===== config.mk =====
export PLATFORM = sky130hd
export DESIGN_NAME = mod_top
export DESIGN_NICKNAME = d
export VERILOG_FILES = /design/src/rtl/mod_top.sv
export SDC_FILE = /design/constraint.sdc
export NUM_CORES = 1
export LEC_CHECK = 0
export CAP_MARGIN = 5
export CORE_ASPECT_RATIO = 0.9
export CORE_MARGIN = 2
export CORE_UTILIZATION = 49
export DETAILED_ROUTE_END_ITERATION = 10
export PLACE_DENSITY = 0.73
export SYNTH_ARGS = -nofsm -noshare
export SYNTH_HDL_FRONTEND = slang
export SYNTH_SLANG_ARGS = --single-unit

===== constraint.sdc =====
create_clock -name PCLK -period 1.7 [get_ports PCLK]
set_input_delay 0.255 -clock PCLK [delete_from_list [all_inputs] [get_ports PCLK]]
set_output_delay 0.255 -clock PCLK [all_outputs]
set_load 0.03 [all_outputs]

===== src/rtl/mod_top.sv =====
// APB slave register bank: three RW registers and one RO status register
// that counts writes to read-only or unmapped addresses.
module mod_top #(
   parameter int                    ADDR_WIDTH = 32,
   parameter int                    DATA_WIDTH = 32,
   parameter logic [ADDR_WIDTH-1:0] BASE_ADDR  = 32'h8000_0000
) (
   input  logic                  PCLK,
   input  logic                  PRESETn,
   input  logic [ADDR_WIDTH-1:0] PADDR,
   input  logic                  PSELx,
   input  logic                  PENABLE,
   input  logic                  PWRITE,
   input  logic [DATA_WIDTH-1:0] PWDATA,
   output logic [DATA_WIDTH-1:0] PRDATA
);

   // Handshake: a transfer is a setup cycle (PSELx=1, PENABLE=0) followed by
   // PENABLE=1. Address/direction are captured in SETUP, the write commits
   // once in ACCESS, and HOLD absorbs any extra PENABLE-high cycles.
   typedef enum logic [1:0] {IDLE, SETUP, ACCESS, HOLD} state_t;

   state_t state;
   state_t state_next;

   logic [DATA_WIDTH-1:0] reg0;
   logic [DATA_WIDTH-1:0] reg1;
   logic [DATA_WIDTH-1:0] reg2;
   logic [15:0]           err_cnt;
   logic                  err_flag;
   logic [DATA_WIDTH-1:0] status_word;
   logic [DATA_WIDTH-1:0] rd_word;
   logic [ADDR_WIDTH-1:2] addr_q;
   logic                  write_q;
   logic                  rd_hit;
   logic                  wr_hit;
   logic                  commit;
   logic                  unused_addr_bits;

   assign unused_addr_bits = ^PADDR[1:0];

   always_ff @(posedge PCLK) begin
      if (!PRESETn) begin
         state <= IDLE;
      end else begin
         state <= state_next;
      end
   end

   always_comb begin
      state_next = state;
      case (state)
         IDLE: begin
            // PENABLE already high without a setup cycle is ignored here.
            if (PSELx && !PENABLE) state_next = SETUP;
         end
         SETUP: begin
            if (!PSELx)       state_next = IDLE;
            else if (PENABLE) state_next = ACCESS;
         end
         ACCESS: state_next = HOLD;
         HOLD: begin
            if (!PSELx)        state_next = IDLE;
            else if (!PENABLE) state_next = SETUP;
         end
         default: state_next = IDLE;
      endcase
   end

   always_comb begin
      status_word                 = '0;
      status_word[15:0]           = err_cnt;
      status_word[DATA_WIDTH-1]   = err_flag;
   end

   assign rd_hit = (PADDR[ADDR_WIDTH-1:4] == BASE_ADDR[ADDR_WIDTH-1:4]);
   assign wr_hit = (addr_q[ADDR_WIDTH-1:4] == BASE_ADDR[ADDR_WIDTH-1:4]);
   assign commit = (state == ACCESS) && write_q;

   always_comb begin
      rd_word = '0;
      if (rd_hit) begin
         case (PADDR[3:2])
            2'd0: rd_word = reg0;
            2'd1: rd_word = status_word;
            2'd2: rd_word = reg1;
            2'd3: rd_word = reg2;
            default: rd_word = '0;
         endcase
      end
   end

   always_ff @(posedge PCLK) begin
      if (!PRESETn) begin
         reg0     <= '0;
         reg1     <= '0;
         reg2     <= '0;
         err_cnt  <= '0;
         err_flag <= 1'b0;
         PRDATA   <= '0;
         addr_q   <= '0;
         write_q  <= 1'b0;
      end else begin
         if ((state == SETUP) && PSELx) begin
            addr_q  <= PADDR[ADDR_WIDTH-1:2];
            write_q <= PWRITE;
            if (!PWRITE) PRDATA <= rd_word;
         end
         if (commit) begin
            if (wr_hit && (addr_q[3:2] != 2'd1)) begin
               case (addr_q[3:2])
                  2'd0:    reg0 <= PWDATA;
                  2'd2:    reg1 <= PWDATA;
                  2'd3:    reg2 <= PWDATA;
                  default: ;
               endcase
            end else begin
               // STATUS itself or an unmapped address: count and flag it.
               err_flag <= 1'b1;
               if (err_cnt != 16'hFFFF) err_cnt <= err_cnt + 16'd1;
            end
         end
      end
   end

endmodule


# After elaboration in Yosys (flattened, before gate mapping)

Cells that the tools add are included.

Bits in registers: 178
Bits of input ports: 69
Output and inout port bits: 32
Logic and storage cells: 50

Add/subtract/negate cells: 1
Eq/ne operators: 15
Multiplexer cells: 8
Bitwise gates (word level): 2
Reduce and logical (&&, ||, !) cells: 15

Operators with widths:

| operator              | count |
|---|---|
| $pmux 32 s4           | 1 |
| $eq 28x28->1 const B  | 2 |
| $mux 32               | 1 |
| $add 16x1->16 const B | 1 |
| $ne 16x16->1 const B  | 1 |
| $reduce_and 3->1      | 5 |
| $eq 2x2->1 const B    | 6 |
| $mux 2                | 5 |
| $pmux 2 s4            | 1 |
| $logic_not 2->1       | 3 |
| $ne 3x3->1 const B    | 2 |
| $eq 2x1->1 const B    | 2 |
| $logic_and 1x1->1     | 4 |
| $reduce_and 2->1      | 2 |
| $ne 2x1->1 const B    | 1 |
| $ne 2x2->1 const B    | 1 |
| $not 1->1             | 2 |
| $logic_not 1->1       | 1 |

# Depth between registers and ports, before layout

Depth in word-level cells: 4
Gate-level depth with buffers: 8
Gate-level depth less buffers: 6

# Worst setup path after synthesis

OpenSTA, ideal clock, no wires.

Kind: register -> register
Start: register err_cnt[0]
End: register err_cnt[13]
Setup time: 0.070 ns
Arrival time: 1.675 ns
Required time: 1.630 ns
Setup slack: -0.045 ns
Cell stages (with the launch flop): 7
Clock period less this slack: 1.745 ns
Path through: dfxtp_1 -> ha_1 -> and2_1 -> nand3_1 -> nand2_1 -> or4_1 -> a21oi_1

Cells in the longest elaborated chain, start to end: 2

Ends and longest elaborated chain:

| element                                               | line | source |
|---|---|---|
| start: declaration                                    | 29   | `logic [15:0] err_cnt;` |
| start signal: assignment                              | 120  | `if (err_cnt != 16'hFFFF) err_cnt <= err_cnt + 16'd1;` |
| branches (longest 2 deep; another with $add 16x1->16) | -    |  |

Several ways; the timed one is not identified.
A chain may end at the register's enable or synchronous reset.

# Worst setup path in the final report

Start: register addr_q[24] (netlist name)
End: register err_cnt[9]

Cells in the longest elaborated chain, start to end: 4

Ends and longest elaborated chain:

| element                           | line | source |
|---|---|---|
| start: declaration                | 33   | `logic [ADDR_WIDTH-1:2] addr_q;` |
| start signal: assignment          | 105  | `addr_q <= PADDR[ADDR_WIDTH-1:2];` |
| $eq 28x28->1                      | 77   | `assign wr_hit = (addr_q[ADDR_WIDTH-1:4] == BASE_ADDR[ADDR_WIDTH-1:4]);` |
| $logic_and 1x1->1                 | 110  | `if (wr_hit && (addr_q[3:2] != 2'd1)) begin` |
| $not 1->1 (no source line)        | -    |  |
| $reduce_and 3->1 (no source line) | -    |  |

Every way passes these cells.

==> results summary <==
The final critical path time including I/O delays and setup came out at approximately 1.8 ns. For this design the total switching power over the nets is roughly 1.9 mW. The CTS buffer count came out at 17. The final net count is slightly above 1000.

The slowest stage cell on the critical path is or4_1. Headroom to the max-slew limit came out at a little under a third. TritonCTS built the clock tree.

Counting both buffers and inverters, the worst setup path holds a total of 1. Internal power comes to around 6.8 mW. Walking the worst path, the cells encountered are nor4_4 -> and4_4 -> a21o_1 -> buf_12 -> or4_1 -> a21oi_2. The setup path with the least slack is of type register to register. The maximum root-to-sink buffer count is 2. The placement row count is 42.

The number of flip-flops and latches in the synthesized netlist is 178. The netlist uses 47 different library cells. The clock group share of total power is between 40% and 50%. The die covers 0.01622 sq mm.

The total routing usage reported by global routing came out at 23.60%. The part of the power in combinational logic is ~5.8%. The leftover overflow at the end of global routing came out at 0. The critical path's largest stage delay is 0.53 ns. The clock sink count is 178. Using the TritonRoute via totals, the vias-per-cell ratio works out to between 5 and 6. Measured in cells, the most critical reg-to-reg path has a length of 6.

The via count of the first global-routing pass came out at 6024. The type of the most critical hold path is input port to register. The chip width is ~130 microns. Among cell families on the critical path, the largest total delay comes from simple AND/OR/NAND/NOR gates. For this run, asynchronously set or reset flops after synthesis account for 0%. The number of antenna violations at the first check in global routing came out at 0. The number of design rule violations left after detail routing came out at 0. The per-instance average area after synthesis came out at 9.102 sq um.

Setup repair after global routing could not meet its margin everywhere. The number of stages on the worst hold path is 3. The first-pass iteration count of the detailed router is 5. The number of filler cells placed in the layout came out at around 1100. The post-route clock period utilization is 104.5%. The number of warnings issued by yosys came out at 0. The area growth from synthesis to layout is 36.10%. The power density of the placed cells is 855.2 mW/mm^2.

The clock input transition at the sequential cells of the worst setup and hold paths is roughly 0.060 ns. The sequential cell area fraction in the yosys report is 47.80%. The startpoint identified for the worst hold timing path is PADDR[19].

The hold violation total from the final report came out at 0. The total area inside the core boundary comes to 0.01477 sq mm. The source of the worst register-to-register timing path is addr_q[24]. The wire length of the first global-routing pass came out at 30040 microns. The antenna violation net count after detailed routing came out at 0.

The number of antenna diodes came out at 0. The count of pins on the block boundary came out at 101. Sequential cells burn between 40% and 50% of the power. The post-route cell area is 0.01015 sq mm.

The number of violations reported at the end of detailed-routing iteration 0 came out at 486. The net count after synthesis is 889. The peak fanout along the critical path came out at 25.

The mapped netlist covers 0.007455 sq mm. The worst setup slack before clock tree synthesis is -0.5328 ns. The count of final max-slew check failures came out at 0. The peak clock frequency supported by timing is between 0.5 and 0.6 GHz. STA classifies the critical path endpoint as a register. Yosys mapped a number of flops with a built-in enable equal to 0. The latest clock arrival within the worst-skew pair came out at 0.42 ns.

The largest net degree at the start of global routing is 92. The data arrival at the endpoint of the critical path is 2.13 ns. The transition at the pin with the smallest max-transition slack came out at slightly above 1 ns.

The utilization after layout is 68.71%. The final reports fail on setup timing. The final layout contains routed wiring with a total length of between 15000 and 20000 microns. The via count came out at about 6300. The floorplan die height is 121.0 microns. The share of total power consumed by net switching is 21.59%. STA classifies the critical path startpoint as a register. The global placer's final weighted congestion came out at 0.8154. The total design power is 8.677 mW. For this run, the leading register cell type out of synthesis is dfxtp_1. For hold timing, the worst endpoint is addr_q[19]. The half-perimeter wire length after placement came out at about 12000 microns.

The endpoint identified for the worst register-to-register timing path is err_cnt[9]. The effective utilization at floorplan came out at 50.48%. The number of levels in the clock H-tree is 4. The number of endpoints failing setup at the final stage came out at 18. The standby leakage power came out at 4.531 nW. The worst clock skew on the final layout is 0.008315 ns. The data required time at the worst endpoint came out at a little over 2 ns. The number of max-capacitance violations reported is 0. The wire length per cell came out at around 17 microns. The setup check on the worst reg-to-reg path leaves a slack of -0.08 ns. On the final layout, the worst hold slack is 0.1319 ns.

The run finished, with violations left. The count of buffers from port buffering is 98. The cell sitting at the root of the clock tree is a clkbuf_16. After detailed placement, the total cell area comes to 0.009052 sq mm. In the final layout, the share of cells above drive strength 1 is 23.76%. The final worst-path setup slack is -0.07703 ns. The gate count of the mapped netlist came out at 819. The largest vdd supply drop came out at about 0.76 mV.
-- kinds of logic (layout without fill, tap and decap cells) --
kind of cell               Yosys count  count (layout)  synth area share [%]
and+or+nand+nor                    322             324                 19.30
DFF                                178             178                 47.80
AOI/OAI and AO/OA                  141             141                 11.67
muxes                              100             100                 16.33
buffers and inverters               77             224                 4.733
adders and majority gates            1               1                0.1678
-- layer usage --
layer | vias to the layer above | share of wire, % | global-route usage (%)
met2 | 164 | 49 | 39.49
met5 | - | 0 | 0
met3 | 25 | 5.3 | 6.266
met1 | 3020 | 44 | 30.15
li1 | 3104 | - | -
met4 | 0 | 1.7 | 6.842
-- area by class of cell --
cell class,instances,area [sq um],share of cell area (%)
Inverter,21,81.33,0.8016
Tap cell,198,247.7,2.442
Clock inverter,10,135.1,1.332
Timing Repair Buffer,173,1798,17.72
Clock buffer,20,456.7,4.501
Sequential cell,178,3578,35.27
Multi-Input combinational cell,566,3849,37.93
-- synth_stat cells, types with 2 or more instances --
master	n	area share, %
and4_1	3	0.35
and2_1	3	0.25
nor2_1	86	4.3
nand2b_1	5	0.42
nor4_2	4	0.67
dfxtp_1	178	48
mux2i_1	83	11
and3_1	2	0.17
nor4b_1	2	0.24
mux4_2	16	4.8
inv_1	19	0.96
a21oi_1	88	5.9
o21a_1	3	0.30
clkbuf_1	34	1.7
nand2_1	171	8.6
o21ai_1	4	0.27
o21ai_2	30	3.5
or3_1	2	0.17
nor4_1	12	1.0
nor3_1	3	0.20
nand4_1	7	0.59
buf_6	4	0.60
or4_1	6	0.60
or4_4	2	0.30
nand3_1	8	0.54
o31ai_1	8	0.81
buf_2	15	1.0
inv_2	2	0.10
-- placed cells by master (no fill, tap or decap), drive strengths merged, types with 16 or more instances in the layout --
master,netlist,routed
a21oi,88,88
buf,22,75
clkbuf,34,21
clkdlybuf4s50,0,43
dfxtp,178,178
dlygate4sd2,0,35
dlymetal6s2s,0,19
inv,21,21
mux2i,83,83
mux4,17,17
nand2,172,172
nor2,87,89
nor4,16,16
o21ai,35,35
-- registers in the layout, summed over array words and instances, names as in the netlist, 16 cells and up, named ones only --
register  cells
reg2         32
addr_q       30
err_cnt      16
reg0         32
reg1         32
PRDATA       32
-- tightest hold or removal path, delay by kind of cell --
kind,cells,cell delay (ns)
buffers and inverters,1,0.14
AOI/OAI and AO/OA,1,0.05
and+or+nand+nor,1,0.06
-- worst max-delay path by stage --
stage                    start         end  slack [ns]  cells past startpoint
floorplan           err_cnt[3]  err_cnt[6]        0.03                      6
global placement       PRESETn  PRDATA[12]       -0.46                      7
detailed placement     PRESETn   PRDATA[4]       -0.53                      7
CTS                 addr_q[14]    reg2[31]       -0.06                      7
global route         addr_q[2]  err_cnt[9]       -0.16                      6
finish              addr_q[24]  err_cnt[9]       -0.08                      6
-- what timing repair did --
item                                    in CTS  in global routing
hold buffers                                 0                  0
pin swaps                                   32                 39
endpoints found under the setup margin     159                151
gates cloned                                 5                  3
resized for setup                           77                 60
setup buffers                                3                  1
-- through the flow --
| stage | setup TNS [ns] | instances |
|---|---|---|
| finish | -0.4310 | 1166 |
| global route | -7.578 | 1166 |
| CTS | -0.8238 | 1164 |
| detailed placement | -38.26 | 1126 |
| global placement | -35.47 | 1126 |
| floorplan | 0 | 819 |
-- power groups by stage --
stage,clock [mW],sequential [mW],combinational [mW]
floorplan,0,4.29,0.185
global placement,0,4.29,0.488
detailed placement,0,4.30,0.488
CTS,3.99,4.21,0.495
global route,4.21,4.21,0.539
finish,3.96,4.21,0.504
No activity file was read; power rests on OpenSTA's default activity.
